$ cat src/rtl/instr_fetch_pkg.sv
// Shared fetch-stage types: default bus widths and the fetch FSM state encoding.
// Pure declarations, no logic or timing.
// Imported by the fetch interface and the fetch stage.
package instr_fetch_pkg;

    localparam int IF_ADDR_W = 3;
    localparam int IF_DATA_W = 16;

    typedef enum logic [1:0] {
        IDLE  = 2'd0,
        FETCH = 2'd1,
        HALT  = 2'd2
    } fetch_state_t;

endpackage

$ cat src/rtl/instr_fetch_if.sv
// ROM read port plus decoder valid/ready channel of the fetch stage.
// Wires only, no latency.
// Backpressure is carried by instr_ready against instr_valid.
interface instr_fetch_if
    import instr_fetch_pkg::*;
#(
    parameter int ADDR_W = IF_ADDR_W,
    parameter int DATA_W = IF_DATA_W
);

    logic              enr;
    logic [ADDR_W-1:0] pc;
    logic [DATA_W-1:0] rom_data;
    logic [DATA_W-1:0] instr;
    logic [ADDR_W-1:0] instr_pc;
    logic              instr_valid;
    logic              instr_ready;

    modport master (
        output enr, pc, instr, instr_pc, instr_valid,
        input  rom_data, instr_ready
    );

    modport slave (
        input  enr, pc, instr, instr_pc, instr_valid,
        output rom_data, instr_ready
    );

endinterface

$ cat src/rtl/instr_fetch.sv
// Fetch stage: owns the PC, reads the combinational ROM, registers the instruction.
// Latency: start -> enr next cycle -> first instr_valid the cycle after; then 1/cycle.
// Backpressure: an unaccepted instr holds PC and IR with enr kept high (stall).
module instr_fetch
    import instr_fetch_pkg::*;
#(
    parameter int                ADDR_W   = IF_ADDR_W,
    parameter int                DATA_W   = IF_DATA_W,
    parameter logic [ADDR_W-1:0] RESET_PC = '0,
    parameter bit                WRAP     = 1'b1
) (
    input  logic              clk,
    input  logic              rst,
    input  logic              start,
    input  logic              br_valid,
    input  logic [ADDR_W-1:0] br_target,
    input  logic              halt_in,
    output logic              busy,
    instr_fetch_if.master     fb
);

    fetch_state_t      state_q, state_d;
    logic [ADDR_W-1:0] pc_q, pc_d;
    logic [ADDR_W-1:0] ipc_q, ipc_d;
    logic [DATA_W-1:0] instr_q, instr_d;
    logic              valid_q, valid_d;
    logic              enr_q;
    logic              busy_q;

    logic              accept;
    logic              slot_free;

    assign accept    = valid_q && fb.instr_ready;
    assign slot_free = !valid_q || fb.instr_ready;

    // Priority inside each state: halt, then branch, then capture/stall.
    always_comb begin
        state_d = state_q;
        pc_d    = pc_q;
        ipc_d   = ipc_q;
        instr_d = instr_q;
        valid_d = valid_q;
        case (state_q)
            IDLE: begin
                if (halt_in) begin
                    state_d = HALT;
                end else if (br_valid) begin
                    pc_d = br_target;
                end else if (start) begin
                    state_d = FETCH;
                end
            end
            FETCH: begin
                if (halt_in) begin
                    state_d = HALT;
                    if (accept) begin
                        valid_d = 1'b0;
                    end
                end else if (br_valid) begin
                    // Redirect flushes whatever is held, accepted or not.
                    pc_d    = br_target;
                    valid_d = 1'b0;
                end else if (slot_free) begin
                    instr_d = fb.rom_data;
                    ipc_d   = pc_q;
                    valid_d = 1'b1;
                    if (!WRAP && (pc_q == {ADDR_W{1'b1}})) begin
                        state_d = HALT;
                    end else begin
                        pc_d = pc_q + 1'b1;
                    end
                end
            end
            HALT: begin
                if (accept) begin
                    valid_d = 1'b0;
                end
            end
            default: begin
                state_d = IDLE;
            end
        endcase
    end

    // enr/busy are registered copies of the next state so they stay Moore outputs.
    always_ff @(posedge clk) begin
        if (rst) begin
            state_q <= IDLE;
            pc_q    <= RESET_PC;
            ipc_q   <= '0;
            instr_q <= '0;
            valid_q <= 1'b0;
            enr_q   <= 1'b0;
            busy_q  <= 1'b0;
        end else begin
            state_q <= state_d;
            pc_q    <= pc_d;
            ipc_q   <= ipc_d;
            instr_q <= instr_d;
            valid_q <= valid_d;
            enr_q   <= (state_d == FETCH);
            busy_q  <= (state_d == FETCH);
        end
    end

    assign fb.enr         = enr_q;
    assign fb.pc          = pc_q;
    assign fb.instr       = instr_q;
    assign fb.instr_pc    = ipc_q;
    assign fb.instr_valid = valid_q;
    assign busy           = busy_q;

endmodule

$ cat src/flat_wrapper.sv
// flat-port wrapper written by rule: the top's interface ports become plain ports
module instr_fetch_flat import instr_fetch_pkg::*;
#(
    parameter int                ADDR_W   = IF_ADDR_W,
    parameter int                DATA_W   = IF_DATA_W,
    parameter logic [ADDR_W-1:0] RESET_PC = '0,
    parameter bit                WRAP     = 1'b1
)
  (clk, rst, start, br_valid, br_target, halt_in, busy, fb_enr, fb_pc, fb_instr, fb_instr_pc, fb_instr_valid, fb_rom_data, fb_instr_ready);
  instr_fetch_if #(.ADDR_W(ADDR_W), .DATA_W(DATA_W)) fb_i ();
  input  logic clk;
  input  logic rst;
  input  logic start;
  input  logic br_valid;
  input  logic [ADDR_W-1:0] br_target;
  input  logic halt_in;
  output logic busy;
  output wire logic [$bits(fb_i.enr)-1:0] fb_enr;
  output wire logic [$bits(fb_i.pc)-1:0] fb_pc;
  output wire logic [$bits(fb_i.instr)-1:0] fb_instr;
  output wire logic [$bits(fb_i.instr_pc)-1:0] fb_instr_pc;
  output wire logic [$bits(fb_i.instr_valid)-1:0] fb_instr_valid;
  input wire logic [$bits(fb_i.rom_data)-1:0] fb_rom_data;
  input wire logic [$bits(fb_i.instr_ready)-1:0] fb_instr_ready;
  assign fb_enr = fb_i.enr;
  assign fb_pc = fb_i.pc;
  assign fb_instr = fb_i.instr;
  assign fb_instr_pc = fb_i.instr_pc;
  assign fb_instr_valid = fb_i.instr_valid;
  assign fb_i.rom_data = fb_rom_data;
  assign fb_i.instr_ready = fb_instr_ready;
  instr_fetch #(.ADDR_W(ADDR_W), .DATA_W(DATA_W), .RESET_PC(RESET_PC), .WRAP(WRAP)) u_core (.clk(clk), .rst(rst), .start(start), .br_valid(br_valid), .br_target(br_target), .halt_in(halt_in), .busy(busy), .fb(fb_i));
endmodule
$ cat config.mk
export PLATFORM = sky130hd
export DESIGN_NAME = instr_fetch_flat
export DESIGN_NICKNAME = d
export VERILOG_FILES = /design/src/rtl/instr_fetch_pkg.sv /design/src/rtl/instr_fetch_if.sv /design/src/rtl/instr_fetch.sv /design/src/flat_wrapper.sv
export SDC_FILE = /design/constraint.sdc
export NUM_CORES = 1
export LEC_CHECK = 0
export CAP_MARGIN = 40
export CORE_UTILIZATION = 40
export CTS_CLUSTER_DIAMETER = 50
export DETAILED_ROUTE_END_ITERATION = 6
export GPL_TIMING_DRIVEN = 0
export PLACE_DENSITY = 0.77
export SLEW_MARGIN = 10
export SYNTH_ARGS = -nofsm -noshare
export SYNTH_HDL_FRONTEND = slang
export SYNTH_SLANG_ARGS = --single-unit
export TNS_END_PERCENT = 5
$ cat constraint.sdc
create_clock -name clk -period 5.05 [get_ports clk]
set_clock_uncertainty 0.05 [all_clocks]
set_input_delay 1.2625 -clock clk [delete_from_list [all_inputs] [get_ports clk]]
set_output_delay 1.2625 -clock clk [all_outputs]
set_load 0.02 [all_outputs]
Word level (Yosys, flattened, before mapping):

Index checks and enable logic that the tools add are counted.

* register bits after elaboration: 26
* input port bits: 25
* output and inout bits: 25
* word-level logic and storage cells: 42

* add/sub/neg operators: 1
* eq/ne operators: 8
* mux-type cells: 16
* bitwise logic cells: 2
* reduce and logical (&&, ||, !) cells: 9

Operators with widths (number)
* two-way mux 3 bit: 5
* two-way mux 2 bit: 4
* inequality test 2 bit, second input constant: 3
* one-hot mux 2 bit (3 select lines): 1
* one-hot mux 3 bit (2 select lines): 1
* AND reduction 5 bit: 1
* == test 2 x 1 -> 1 bit, second input constant: 2
* two-way mux 1 bit: 4
* inequality test 4 x 3 -> 1 bit, second input constant: 1
* AND reduction 4 bit: 1
* nonzero test 2 bit: 2
* adder 3 x 1 -> 3 bit, second input constant: 1
* inequality test 3 x 2 -> 1 bit, second input constant: 1
* == test 2 bit, second input constant: 1
* logical NOT 2 bit: 1
* inverter 1 bit: 2
* one-hot mux 1 bit (2 select lines): 1
* AND reduction 2 bit: 1
* logical AND 1 bit: 1
* logical NOT 1 bit: 1
* logical OR 1 bit: 1

Longest topological paths before layout:

* depth after elaboration: 6
* gate-level depth with buffers: 9
* mapped depth without buffers: 6

Worst setup path before layout:

Ideal clock, no wire load.

* path kind: input -> register
* start: in br_valid
* end: reg u_core.instr_q[7] (netlist: u_core.fb.instr[7])
* setup time: 0.132 ns
* arrival time: 2.251 ns
* required time: 4.868 ns
* setup slack: 2.617 ns
* stages on the path: 7
* path buffers: 3
* cells stage by stage: nand2b_1 -> buf_6 -> or3_1 -> buf_6 -> buf_8 -> nand2_1 -> a21oi_1

* cells in the longest elaborated chain, start to end: 2

Ends and longest elaborated chain
* start, declared: line flat_wrapper.sv:14 `input logic br_valid;`
* inverter 1 bit (no line)
* AND reduction 4 bit (no line)
* end signal, assigned: line instr_fetch.sv:99 `instr_q <= instr_d;`
* end, declared: line instr_fetch.sv:25 `logic [DATA_W-1:0] instr_q, instr_d;`

Every way passes these cells.
A chain may end at the register's enable or synchronous reset.

Worst setup path in the final report:

* start: reg u_core.pc_q[0] (netlist: u_core.fb.pc[0])
* end: out fb_pc[0]

RTL lines
* start, declared: line instr_fetch.sv:23 `logic [ADDR_W-1:0] pc_q, pc_d;`
* start signal, assigned: line instr_fetch.sv:97 `pc_q <= pc_d;`
* end, declared: line flat_wrapper.sv:19 `output wire logic [$bits(fb_i.pc)-1:0] fb_pc;`

No word-level cell between the ends.

==> out/qor.yml <==
run_status:
  status: "finished, final reports clean"
worst_setup_path:
  timing.critical_path.max_delay_family: "buffers and inverters"
  critical_path.cell_chain: "clkdlybuf4s50_1"
  critical_path.startpoint_type: "flip-flop"
  buf_inv_stages_crit_path: 1
  critPathSlowestCell: "sky130_fd_sc_hd__clkdlybuf4s50_1"
  worst_setup_end_kind: "primary output"
  critPathMaxFanout: 5
  worst_path_max_stage_delay_ns: 0.64
  critPathArrivalTime_ns: 1.41
  crit_type: "flip-flop to primary output"
  crit_required_ns: 3.74
detailed_routing:
  detailedRoute.firstIterationViolations: 20
  route.detailed.vias_per_inst: 4.995
  drc: 0
  antenna_left: 0
  first_pass_iters: 4
  via_count: 1089
  wire_per_inst_um: 12.29
  postRouteWirelength_mm: 2.679
global_routing:
  grt_max_degree: 16
  grt_pass1_wl_mm: 4.623
  groute.usage.overall: 0.1873
  grt_remaining_overflow: 0
  number_of_antenna_violations_at_the_first_check_in_global_routing: 0
  grt_pass1_vias: 1093
timing:
  final_count_of_pins_violating_max_slew: 0
  finalSetupViolCount: 0
  setup_tns_ns: 0
  final_period_minus_worst_setup_slack_ns: 2.724
  timing.final.crit_share: 0.5394
  grt_setup_unrepaired: "false"
  fmax_ghz: 0.3671
  max_slew_margin: 0.6921
  report.final.hold_viol_count: 0
  worstMarginPinSlew_ns: 0.4618
synthesis:
  share_of_the_synthesized_area_in_the_top_cell_type: 0.4581
  synth_commonest_cells: "sky130_fd_sc_hd__nand2_1 (38), sky130_fd_sc_hd__dfxtp_1 (26), sky130_fd_sc_hd__a21oi_1 (22)"
  asyncSetResetFlopFracSynth: 0
  yosys_warnings: 0
  synth_seq_area_share: 0.4581
  post-synth-top-area-cell: "sky130_fd_sc_hd__dfxtp_1"
  synth.area.top_cells: "sky130_fd_sc_hd__dfxtp_1 (46%), sky130_fd_sc_hd__nand2_1 (13%), sky130_fd_sc_hd__a21oi_1 (9.7%)"
  netlist_area_um2: 1136
  yosys.cell_count.top_type: "sky130_fd_sc_hd__nand2_1"
  synth_edf_count: 0
  synth_cell_types: 29
  synth.ff_latch_count: 26
  synth_flop_cell: "sky130_fd_sc_hd__dfxtp_1"
  synth.net_count: 167
  syn_avg_cell_area_um2: 8.293
  netlist_instances: 137
floorplan:
  placementRows: 18
  core_um2: 2590
  ios: 50
  fp.dieArea_um2: 3058
  fp.dieH_um: 55.30
  initial_utilization: 0.4386
  floorplan.die.width_um: 55.30
cells_and_area:
  layout.nets: 219
  drive_above_1_share: 0.05851
  synthToLayoutAreaGrowth_pct: 49.34
  fin_area_um2: 1697
  fillerInstances: 238
  antenna_cells: 0
clock_tree:
  cts_tree: "done"
  post_cts_buffers: 0
  cts_buffer_depth: 2
  post_cts_resize_count: 0
  cts.reportedPaths.clkPinSlew_ns: 0.15
  clock_tree.htree_level_count: 1
  worstSkewPairLatency_ns: 0.32
  postCtsHoldBufs: 0
  clkSinkCount: 26
  cts_made_buffers: 3
  clockRootBuffer: "sky130_fd_sc_hd__clkbuf_4"
power:
  power_density_nw_per_um2: 250.6
  peakVddDrop_mv: 0.1652
  cellLeakagePower_nw: 0.6108
place:
  gpl.final_weighted_congestion: 0.7209
  portBuffers: 47
  placed_cell_area_um2: 1644
  detailed_place_hpwl_mm: 2.083
hold_path:
  hold_class: "flip-flop to flip-flop"
flow_run:
  drv_cap: 0
==> tightest hold or removal path, cell delays in order (launching register included) <==
cell and delay (ns):
sky130_fd_sc_hd__dfxtp_1 0.34, sky130_fd_sc_hd__nand2_1 0.05, sky130_fd_sc_hd__a21oi_1 0.05
==> power breakdown <==
group	total, mW	switching [mW]	internal [mW]
clock network	0.144	0.0634	0.0803
registers	0.216	0.00522	0.211
logic	0.0656	0.0302	0.0354
==> cell type report <==
cell class                 count  area (um^2)  share of cell area
multi-input combinational     97        529.3              0.3119
sequential                    26        520.5              0.3068
timing repair buffer          47        470.5              0.2773
buffer                         9        67.56             0.03982
tap                           30        37.54             0.02212
clock inverter                 1        30.03             0.01770
clock buffer                   3        22.52             0.01327
inverter                       5        18.77             0.01106
==> through the flow <==
stage                     instances  hold WS (ns)  worst slack, ns  utilization  total power [mW]
final                           218        0.4140            2.326       0.6551            0.4252
after global routing            218        0.4378            2.250       0.6551            0.4439
after CTS                       218        0.4175            2.326       0.6551            0.4267
after detailed placement        214        0.3983            2.047       0.6348            0.2855
after global placement          214        0.3925            2.089       0.6348            0.2834
after floorplan                 137        0.4625            2.617            -            0.2529
==> cell usage in the layout (no fill, tap or decap), types with 2 or more instances in the layout <==
cell                               n
sky130_fd_sc_hd__a21oi_1          22
sky130_fd_sc_hd__inv_1             5
sky130_fd_sc_hd__buf_4             2
sky130_fd_sc_hd__clkbuf_4          3
sky130_fd_sc_hd__nand2_1          38
sky130_fd_sc_hd__o21ai_0           4
sky130_fd_sc_hd__nor2_1            5
sky130_fd_sc_hd__or3_1             2
sky130_fd_sc_hd__dfxtp_1          26
sky130_fd_sc_hd__a211oi_1          2
sky130_fd_sc_hd__clkdlybuf4s50_1  47
sky130_fd_sc_hd__buf_6             2
sky130_fd_sc_hd__nor2b_1           4
sky130_fd_sc_hd__clkbuf_1          4
sky130_fd_sc_hd__ha_1              5
==> state kept, by name, summed over array words and instances, names as in the netlist <==
register and count:
u_core.fb.enr 1, u_core.fb.instr 16, u_core.fb.instr_pc 3, u_core.fb.instr_valid 1, u_core.fb.pc 3, u_core.state_q 2
==> final timing paths <==
check	startpoint	to	slack, ns	cells after the start
setup / recovery	u_core.fb.pc[0]	fb_pc[0]	2.33	1
hold / removal	u_core.fb.instr[10]	u_core.fb.instr[10]	0.41	2
setup reg to reg	u_core.state_q[0]	u_core.fb.instr[8]	3.19	8
hold reg to reg	u_core.fb.instr[10]	u_core.fb.instr[10]	0.41	2
==> logic make-up after synthesis <==
logic type,Yosys count,share of synthesized area
and+or+nand+nor,55,0.2170
AOI/OAI and AO/OA,36,0.1850
DFF,26,0.4582
buffers and inverters,14,0.07598
adders and majority gates,5,0.05507
muxes,1,0.008811
==> routing by layer <==
| layer | vias up | part of all wire | wire [um] | GRT usage |
|---|---|---|---|---|
| met1 | 482 | 0.44 | 1166 | 0.2209 |
| met2 | 42 | 0.48 | 1274 | 0.3133 |
| met4 | 0 | 0.021 | 55 | 0.07857 |
| met5 | - | 0 | 0 | 0 |
| li1 | 557 | - | - | - |
| met3 | 8 | 0.068 | 183 | 0.05855 |
(Power assumes the default switching activity.)
